File: config.mk
export PLATFORM = sky130hd
export DESIGN_NAME = piso_serializer_flat
export DESIGN_NICKNAME = d
export VERILOG_FILES = /design/src/rtl/piso_serializer_if.sv /design/src/rtl/piso_serializer.sv /design/src/flat_wrapper.sv
export SDC_FILE = /design/constraint.sdc
export NUM_CORES = 1
export LEC_CHECK = 0
export ABC_AREA = 1
export BUFFER_PORTS_ARGS = -buffer_cell sky130_fd_sc_hd__buf_2
export CAP_MARGIN = 20
export CORE_AREA = 10 10 47 49
export DETAILED_ROUTE_END_ITERATION = 16
export DIE_AREA = 0 0 57 59
export GPL_TIMING_DRIVEN = 0
export HOLD_SLACK_MARGIN = 0.15
export PLACE_DENSITY = 0.38
export REMOVE_ABC_BUFFERS = 1
export SYNTH_ARGS = -nofsm -noshare
export SYNTH_HDL_FRONTEND = slang
export SYNTH_SLANG_ARGS = --single-unit
File: constraint.sdc
create_clock -name clk -period 1.1 [get_ports clk]
set_input_delay 0.11 -clock clk [delete_from_list [all_inputs] [get_ports clk]]
set_output_delay 0.11 -clock clk [all_outputs]
set_load 0.02 [all_outputs]
File: src/rtl/piso_serializer_if.sv
// Handshake bundle for piso_serializer: parallel word in, serial bit stream and strobes out.
interface piso_serializer_if #(
  parameter int WIDTH = 2
);
  logic [WIDTH-1:0] in_data;
  logic             in_valid;
  logic             in_ready;
  logic             serial_data;
  logic             data_ena;
  logic             busy;
  logic             frame_done;

  modport master (
    output in_data, in_valid,
    input  in_ready, serial_data, data_ena, busy, frame_done
  );

  modport slave (
    input  in_data, in_valid,
    output in_ready, serial_data, data_ena, busy, frame_done
  );
endinterface

File: src/rtl/piso_serializer.sv
// Parallel-in serial-out converter: LSB-first bit stream, one data_ena strobe per bit,
// CLK_DIV clk cycles per bit, back-to-back words accepted on the last bit's strobe.
module piso_serializer #(
  parameter int WIDTH   = 2,
  parameter int CLK_DIV = 1
) (
  input  logic             clk,
  input  logic             reset,
  piso_serializer_if.slave bus
);
  localparam int BIT_W = $clog2(WIDTH);
  localparam int DIV_W = (CLK_DIV > 1) ? $clog2(CLK_DIV) : 1;
  localparam logic [BIT_W-1:0] BIT_LAST = BIT_W'(WIDTH - 1);
  localparam logic [DIV_W-1:0] DIV_LAST = DIV_W'(CLK_DIV - 1);

  typedef enum logic {
    S_IDLE  = 1'b0,
    S_SHIFT = 1'b1
  } state_t;

  state_t           r_state;
  state_t           w_state_nxt;
  logic [WIDTH-1:0] r_shreg;
  logic [WIDTH-1:0] w_shreg_nxt;
  logic [BIT_W-1:0] r_bit;
  logic [BIT_W-1:0] w_bit_nxt;
  logic [DIV_W-1:0] r_div;
  logic [DIV_W-1:0] w_div_nxt;
  logic             w_strobe;
  logic             w_last;
  logic             w_ready;
  logic             w_accept;

  // Everything visible outside is decoded from registers only, so no input reaches an output.
  assign w_strobe = (r_state == S_SHIFT) && (r_div == DIV_LAST);
  assign w_last   = w_strobe && (r_bit == BIT_LAST);
  assign w_ready  = (r_state == S_IDLE) || w_last;
  assign w_accept = bus.in_valid && w_ready;

  assign bus.in_ready    = w_ready;
  assign bus.serial_data = (r_state == S_SHIFT) && r_shreg[0];
  assign bus.data_ena    = w_strobe;
  assign bus.busy        = (r_state == S_SHIFT);
  assign bus.frame_done  = w_last;

  // Next-state logic: load on accept, shift on strobe, otherwise advance the divider.
  always_comb begin
    w_state_nxt = r_state;
    w_shreg_nxt = r_shreg;
    w_bit_nxt   = r_bit;
    w_div_nxt   = r_div;
    case (r_state)
      S_IDLE: begin
        if (w_accept) begin
          w_state_nxt = S_SHIFT;
          w_shreg_nxt = bus.in_data;
          w_bit_nxt   = '0;
          w_div_nxt   = '0;
        end else begin
          w_state_nxt = S_IDLE;
        end
      end
      S_SHIFT: begin
        if (w_strobe) begin
          // In SHIFT an accept can only happen on the last strobe, so it is a reload.
          if (w_accept) begin
            w_state_nxt = S_SHIFT;
            w_shreg_nxt = bus.in_data;
            w_bit_nxt   = '0;
            w_div_nxt   = '0;
          end else if (w_last) begin
            w_state_nxt = S_IDLE;
            w_shreg_nxt = '0;
            w_bit_nxt   = '0;
            w_div_nxt   = '0;
          end else begin
            w_shreg_nxt = {1'b0, r_shreg[WIDTH-1:1]};
            w_bit_nxt   = r_bit + BIT_W'(1);
            w_div_nxt   = '0;
          end
        end else begin
          w_div_nxt = r_div + DIV_W'(1);
        end
      end
      default: begin
        w_state_nxt = S_IDLE;
        w_shreg_nxt = '0;
        w_bit_nxt   = '0;
        w_div_nxt   = '0;
      end
    endcase
  end

  // State, shift register and counters; reset discards any partial frame.
  always_ff @(posedge clk or posedge reset) begin
    if (reset) begin
      r_state <= S_IDLE;
      r_shreg <= '0;
      r_bit   <= '0;
      r_div   <= '0;
    end else begin
      r_state <= w_state_nxt;
      r_shreg <= w_shreg_nxt;
      r_bit   <= w_bit_nxt;
      r_div   <= w_div_nxt;
    end
  end
endmodule

File: src/flat_wrapper.sv
// flat-port wrapper written by rule: the top's interface ports become plain ports
module piso_serializer_flat 
#(
  parameter int WIDTH   = 2,
  parameter int CLK_DIV = 1
)
  (clk, reset, bus_in_data, bus_in_valid, bus_in_ready, bus_serial_data, bus_data_ena, bus_busy, bus_frame_done);
  piso_serializer_if #(.WIDTH(WIDTH)) bus_i ();
  input  logic clk;
  input  logic reset;
  input wire logic [$bits(bus_i.in_data)-1:0] bus_in_data;
  input wire logic [$bits(bus_i.in_valid)-1:0] bus_in_valid;
  output wire logic [$bits(bus_i.in_ready)-1:0] bus_in_ready;
  output wire logic [$bits(bus_i.serial_data)-1:0] bus_serial_data;
  output wire logic [$bits(bus_i.data_ena)-1:0] bus_data_ena;
  output wire logic [$bits(bus_i.busy)-1:0] bus_busy;
  output wire logic [$bits(bus_i.frame_done)-1:0] bus_frame_done;
  assign bus_i.in_data = bus_in_data;
  assign bus_i.in_valid = bus_in_valid;
  assign bus_in_ready = bus_i.in_ready;
  assign bus_serial_data = bus_i.serial_data;
  assign bus_data_ena = bus_i.data_ena;
  assign bus_busy = bus_i.busy;
  assign bus_frame_done = bus_i.frame_done;
  piso_serializer #(.WIDTH(WIDTH), .CLK_DIV(CLK_DIV)) u_core (.clk(clk), .reset(reset), .bus(bus_i));
endmodule
==> run summary, run 1 <==
Sequential-to-total area share from yosys stat = 45.7%
Starting Density = 19.6%
Combinational share of power = 54.0%
Vias in the first global route = 302
Via density = 3.90
Power per Cell Area = 2380 nW/um^2
Maximum vdd drop = 775 uV
Mapped Area = 274 sq um
CTS tree = built
RSZ-0062 raised after global routing = yes
Cells after synthesis = 33
Hold Path Depth = 5
Slowest stage delay, CP = 0.41 ns
Commonest non-fill, non-tap cell in the layout = buf_2
Worst path cell trace = nor2_4 > inv_2 > nor2_2 > buf_6
Clk_lat worst skew = 0.24 ns
Clk sinks = 5
Finish-stage setup viols = 4
Die height = 59 um
Slew @ Worst Pin = 0.197 ns
Ys Warns = 0
CTS H-Tree Depth = 1
DRC violations left = 0
P_sw = 483 uW
Syn-to-layout area delta = 79.9%
GRT Util Overall = 5.15%
Pwr Total = 1180 uW
Initial antenna violation count = 0
Via count = 277
Fraction of layout cells with a size suffix above 1 = 61.8%
Status = complete, but fails checks
CP Launch Type = register
Most frequent cells in the layout = buf_2, inv_2, nand2_1
Crit-path slowest cell = dfrtp_1
Internal = 692 uW
Worst-path fanout max = 3
HP Class = input pin to register
Tcrit/Tclk final = 106%
First-pass GRT wire length = 1210 um
Setup TNS = -0.215 ns
Clock root cell = clkbuf_4
DRT antenna net count = 0
Post-synthesis compound-gate area fraction = 11.4%
Buf+Inv Stages, Crit Path = 2
Worst-path clk slew = 0.05 ns
Multiplexer share of the synthesized area = 0%
Hpwl dp = 498 um
Total CTS buffers = 3
Final hold violation count = 0
R2R cell count = 7
Worst Setup End Kind = output pin
Max Cap Violations = 0
Largest net degree at the start of global routing = 6
Setup WS post-layout = -0.0711 ns
DP Area = 339 sq um
Core area = 1400 sq um
CP Class = register to output pin
Synth Area in XOR/XNOR = 0%
IO Pins = 10
Stages on worst setup path = 4
# nets final = 61
WP data arrival = 1.06 ns
Num rows = 14
Post-synthesis simple-gate area fraction = 28.8%
CTS Buffer Depth = 2
Synth unique cells = 13
Leakage power = 0.000245 uW
Syn Area/Cell = 8.30 sq um
FMAX = 854 MHz
GP Congestion = 0.655
Die width = 57 um
Drt initial violations = 0
1st-pass router iterations = 1
Final min period = 1.17 ns
Input/output buffers = 9
Register bit total from synthesis = 5
Clock power frac = 18.3%
Remaining global-route overflow = 0
Drt wl/cell = 10.0 um
Main combinational cell family by area after synthesis = simple AND/OR/NAND/NOR gates
Sw Ratio = 41.1%
Final WL = 710 um
Final Instance Area = 493 sq um
Req. time, crit path = 0.99 ns
Max-slew headroom = 86.9%
Flop pwr share = 27.7%
Clk_skew = 0.00484 ns
Synth Area in Adders = 0%
Ant diodes = 0
Fin. max-slew vios = 0
CP top delay family = flip-flops
Die area = 3360 sq um
Failing checks = negative setup slack
worst min-delay path, delay by kind of cell:
family	cells	cell delay [ns]
simple gates	3	0.21
buf+inv	1	0.11
compound gates	1	0.05
Yosys cell counts, drive strengths merged:
| cell type | instances | area share, % |
|---|---|---|
| inv | 8 | 11 |
| dfrtp | 5 | 46 |
| nand4 | 1 | 2.3 |
| clkinv | 1 | 3.2 |
| nor2 | 6 | 15 |
| a21oi | 4 | 11 |
| nand3 | 1 | 1.8 |
| nor3 | 1 | 1.8 |
| nand2 | 6 | 8.2 |
power groups by stage:
| stage | combinational (uW) | sequential [uW] | clock (uW) |
|---|---|---|---|
| floorplan | 291 | 310 | 0 |
| global placement | 414 | 310 | 0 |
| detailed placement | 411 | 309 | 0 |
| CTS | 589 | 307 | 227 |
| global route | 700 | 332 | 237 |
| finish | 635 | 325 | 215 |
layer usage:
layer / wire length [um] / global-route usage (%) / share of wire, % / vias to the layer above
met5: 0 / 0 / 0 / -
met4: 42 / 7.05 / 5.9 / 0
met3: 44 / 2.79 / 6.2 / 4
met2: 353 / 8.06 / 50 / 7
met1: 270 / 3.94 / 38 / 122
li1: - / - / - / 144
cell families (layout without fill, tap and decap cells):
| logic type | after synthesis | in the layout |
|---|---|---|
| flops | 5 | 5 |
| buf+inv | 9 | 31 |
| simple gates | 15 | 15 |
| compound gates | 4 | 4 |
state kept, by name (all words and copies together) (netlist names):
name	cells
u_core.r_bit	1
u_core.r_div	1
u_core.r_shreg	2
u_core.bus.busy	1
path summary, 6_finish.rpt:
| path | from | endpoint | slack (ns) |
|---|---|---|---|
| min | bus_in_valid | u_core.r_shreg[0] | 0.27 |
| max | u_core.r_div | bus_frame_done | -0.07 |
| min in group asynchronous | reset | u_core.r_shreg[1] | 0.31 |
| min reg2reg | u_core.r_shreg[1] | u_core.r_shreg[1] | 0.50 |
| max reg2reg | u_core.bus.busy | u_core.r_shreg[0] | -0.05 |
| max in group asynchronous | reset | u_core.bus.busy | 0.59 |
repair_timing:
action                                 in CTS  in global routing
endpoints found under the hold margin       9                  0
cloned                                      0                  0
resized for setup                          12                  7
setup endpoints to repair                   4                  7
setup buffers                               5                  0
hold buffers                                4                  0
pin swaps                                   4                  4
cell type report:
cell class	instances	area (sq um)
fillers	156	908
repair buffers	18	145
flip-flops and latches	5	128
clock buffers	4	26.3
multi-input cells	19	135
inverters	9	38.8
well taps	16	20.0
metrics by stage:
stage          instances  hold slack [ns]  util [%]  setup slack, ns
5_1_grt               71            0.316      35.2           -0.129
2_1_floorplan         33           -0.111         -           -0.180
4_1_cts               71            0.258      33.6          -0.0852
3_5_place_dp          58           0.0247      24.2           0.0135
6_report              71            0.268      35.2          -0.0711
3_3_place_gp          58           0.0303      24.2           0.0151
(Power assumes the default switching activity.)
==> run 2: changes to the inputs <==
- CORE_AREA: 10 10 47 49 -> 2 2 39 41
- DIE_AREA: 0 0 57 59 -> 0 0 41 43
==> run summary, run 2 (same netlist as run 1, synthesis figures left out) <==
Status = complete, but fails checks
Failing checks = negative setup slack
Input/output buffers = 9
Final hold violation count = 0
# nets final = 64
Clk_lat worst skew = 0.24 ns
Finish-stage setup viols = 4
DP Area = 339 sq um
RR Endpoint = u_core.r_shreg[1]
FMAX = 853 MHz
Internal = 712 uW
Final min period = 1.17 ns
Placed Cells = 58
1st-pass router iterations = 3
Clock power frac = 18.5%
Start point of the critical path = u_core.r_div
Drt wl/cell = 8.31 um
Die height = 43 um
Num rows = 14
Syn-to-layout area delta = 80.8%
Req. time, crit path = 0.99 ns
WP data arrival = 1.06 ns
Max-slew headroom = 86.5%
Most frequent cells in the layout = buf_4, nand2_1, buf_2
Tcrit/Tclk final = 107%
DRC violations left = 0
Power per Cell Area = 2330 nW/um^2
Die area = 1760 sq um
Vias in the first global route = 234
RSZ-0062 raised after global routing = yes
R2R Setup Slk = -0.04 ns
Clock root cell = clkbuf_4
Initial antenna violation count = 0
GRT Util Overall = 8.68%
Flop pwr share = 25.7%
GP Congestion = 0.684
Remaining global-route overflow = 0
Pre-CTS setup slack = 0.0301 ns
Final Instance Area = 495 sq um
Die width = 41 um
Hpwl dp = 413 um
P_sw = 444 uW
Ant diodes = 0
Footprint of the multi-input gates = 116 sq um
Worst Setup End Kind = output pin
First-pass GRT wire length = 952 um
Maximum vdd drop = 994 uV
Core area = 1380 sq um
Fraction of layout cells with a size suffix above 1 = 60.3%
Slew @ Worst Pin = 0.202 ns
IO Pins = 10
Reg2reg start = u_core.r_div
HP Class = input pin to register
Worst-path fanout max = 2
Largest Register = u_core.r_shreg
DRT antenna net count = 0
Starting Density = 19.8%
Largest net degree at the start of global routing = 7
Non-filler cells in the finished layout = 74
Total CTS buffers = 3
Area occupied by registers = 128 sq um
Drt initial violations = 7
Clk sinks = 5
Fin. max-slew vios = 0
Max reg flops = 2
Final WL = 615 um
Max Cap Violations = 0
Fillers = 148
Commonest non-fill, non-tap cell in the layout = buf_4
CP Class = register to output pin
CTS H-Tree Depth = 1
CTS Buffer Depth = 2
Via density = 3.93
Sw Ratio = 38.4%
Combinational share of power = 55.8%
CTS tree = built
Leakage power = 0.000263 uW
Via count = 291
Setup WS post-layout = -0.0728 ns
CP Launch Type = register
R2R cell count = 7
Setup crit end = bus_in_ready
Clk_skew = 0.00504 ns
Worst-path clk slew = 0.05 ns
-- run 2: changes by cell type in the layout (fill, tap and decap cells not counted), sizes merged --
cell          delta
dlygate4sd3      -1
dlymetal6s4s     +1
buf              +3
-- run 2: repair_timing --
action,CTS,global route
buffers inserted,6,2
endpoints found under the hold margin,9,0
setup endpoints to repair,3,7
gates resized for setup,5,9
pin swaps,3,3
cloned,0,0
hold buffers,4,0
-- run 2: worst min-delay path by stage --
stage	from	end	slack, ns	depth (start not counted)
after CTS	bus_in_valid	u_core.r_shreg[0]	0.26	5
after detailed placement	reset	u_core.r_shreg[1]	0.03	2
after global routing	bus_in_valid	u_core.r_shreg[0]	0.28	5
after floorplan	reset	u_core.bus.busy	-0.11	1
after global placement	reset	u_core.r_shreg[1]	0.03	2
final	bus_in_valid	u_core.r_shreg[0]	0.26	5
-- run 2: per-layer routing --
metal / up-vias / GRT usage, % / wire length (um)
met2: 11 / 10.9 / 256
met4: 0 / 0 / 0
met5: - / 0 / 0
li1: 150 / - / -
met3: 0 / 9.42 / 56
met1: 130 / 10.8 / 302
-- run 2: critical path, cell delays in order (launching register included) --
cell and delay (ns):
dfrtp_1 0.40, inv_2 0.06, a21oi_2 0.17, inv_2 0.07
buf_6 0.13
-- run 2: cell type report --
type,instances,area share (%)
flip-flops and latches,5,25.8
multi-input cells,19,23.5
repair buffers,21,33.6
well taps,16,4.04
inverters,9,7.83
clock buffers,4,5.30
-- run 2: metrics by stage --
stage	util (%)	total power, uW	hold WS, ns	setup TNS [ns]
6_report	35.8	1160	0.264	-0.185
5_1_grt	35.8	1240	0.277	-0.443
4_1_cts	33.3	1080	0.258	-0.366
3_5_place_dp	24.5	712	0.0264	0
3_3_place_gp	24.5	715	0.0270	0
2_1_floorplan	-	600	-0.111	-0.318
-- run 2: power by group through the flow --
stage	sequential, uW	clock (uW)	combinational, uW
3_5_place_dp	311	0	401
5_1_grt	301	246	697
4_1_cts	298	226	560
3_3_place_gp	312	0	402
6_report	297	214	645
2_1_floorplan	310	0	291
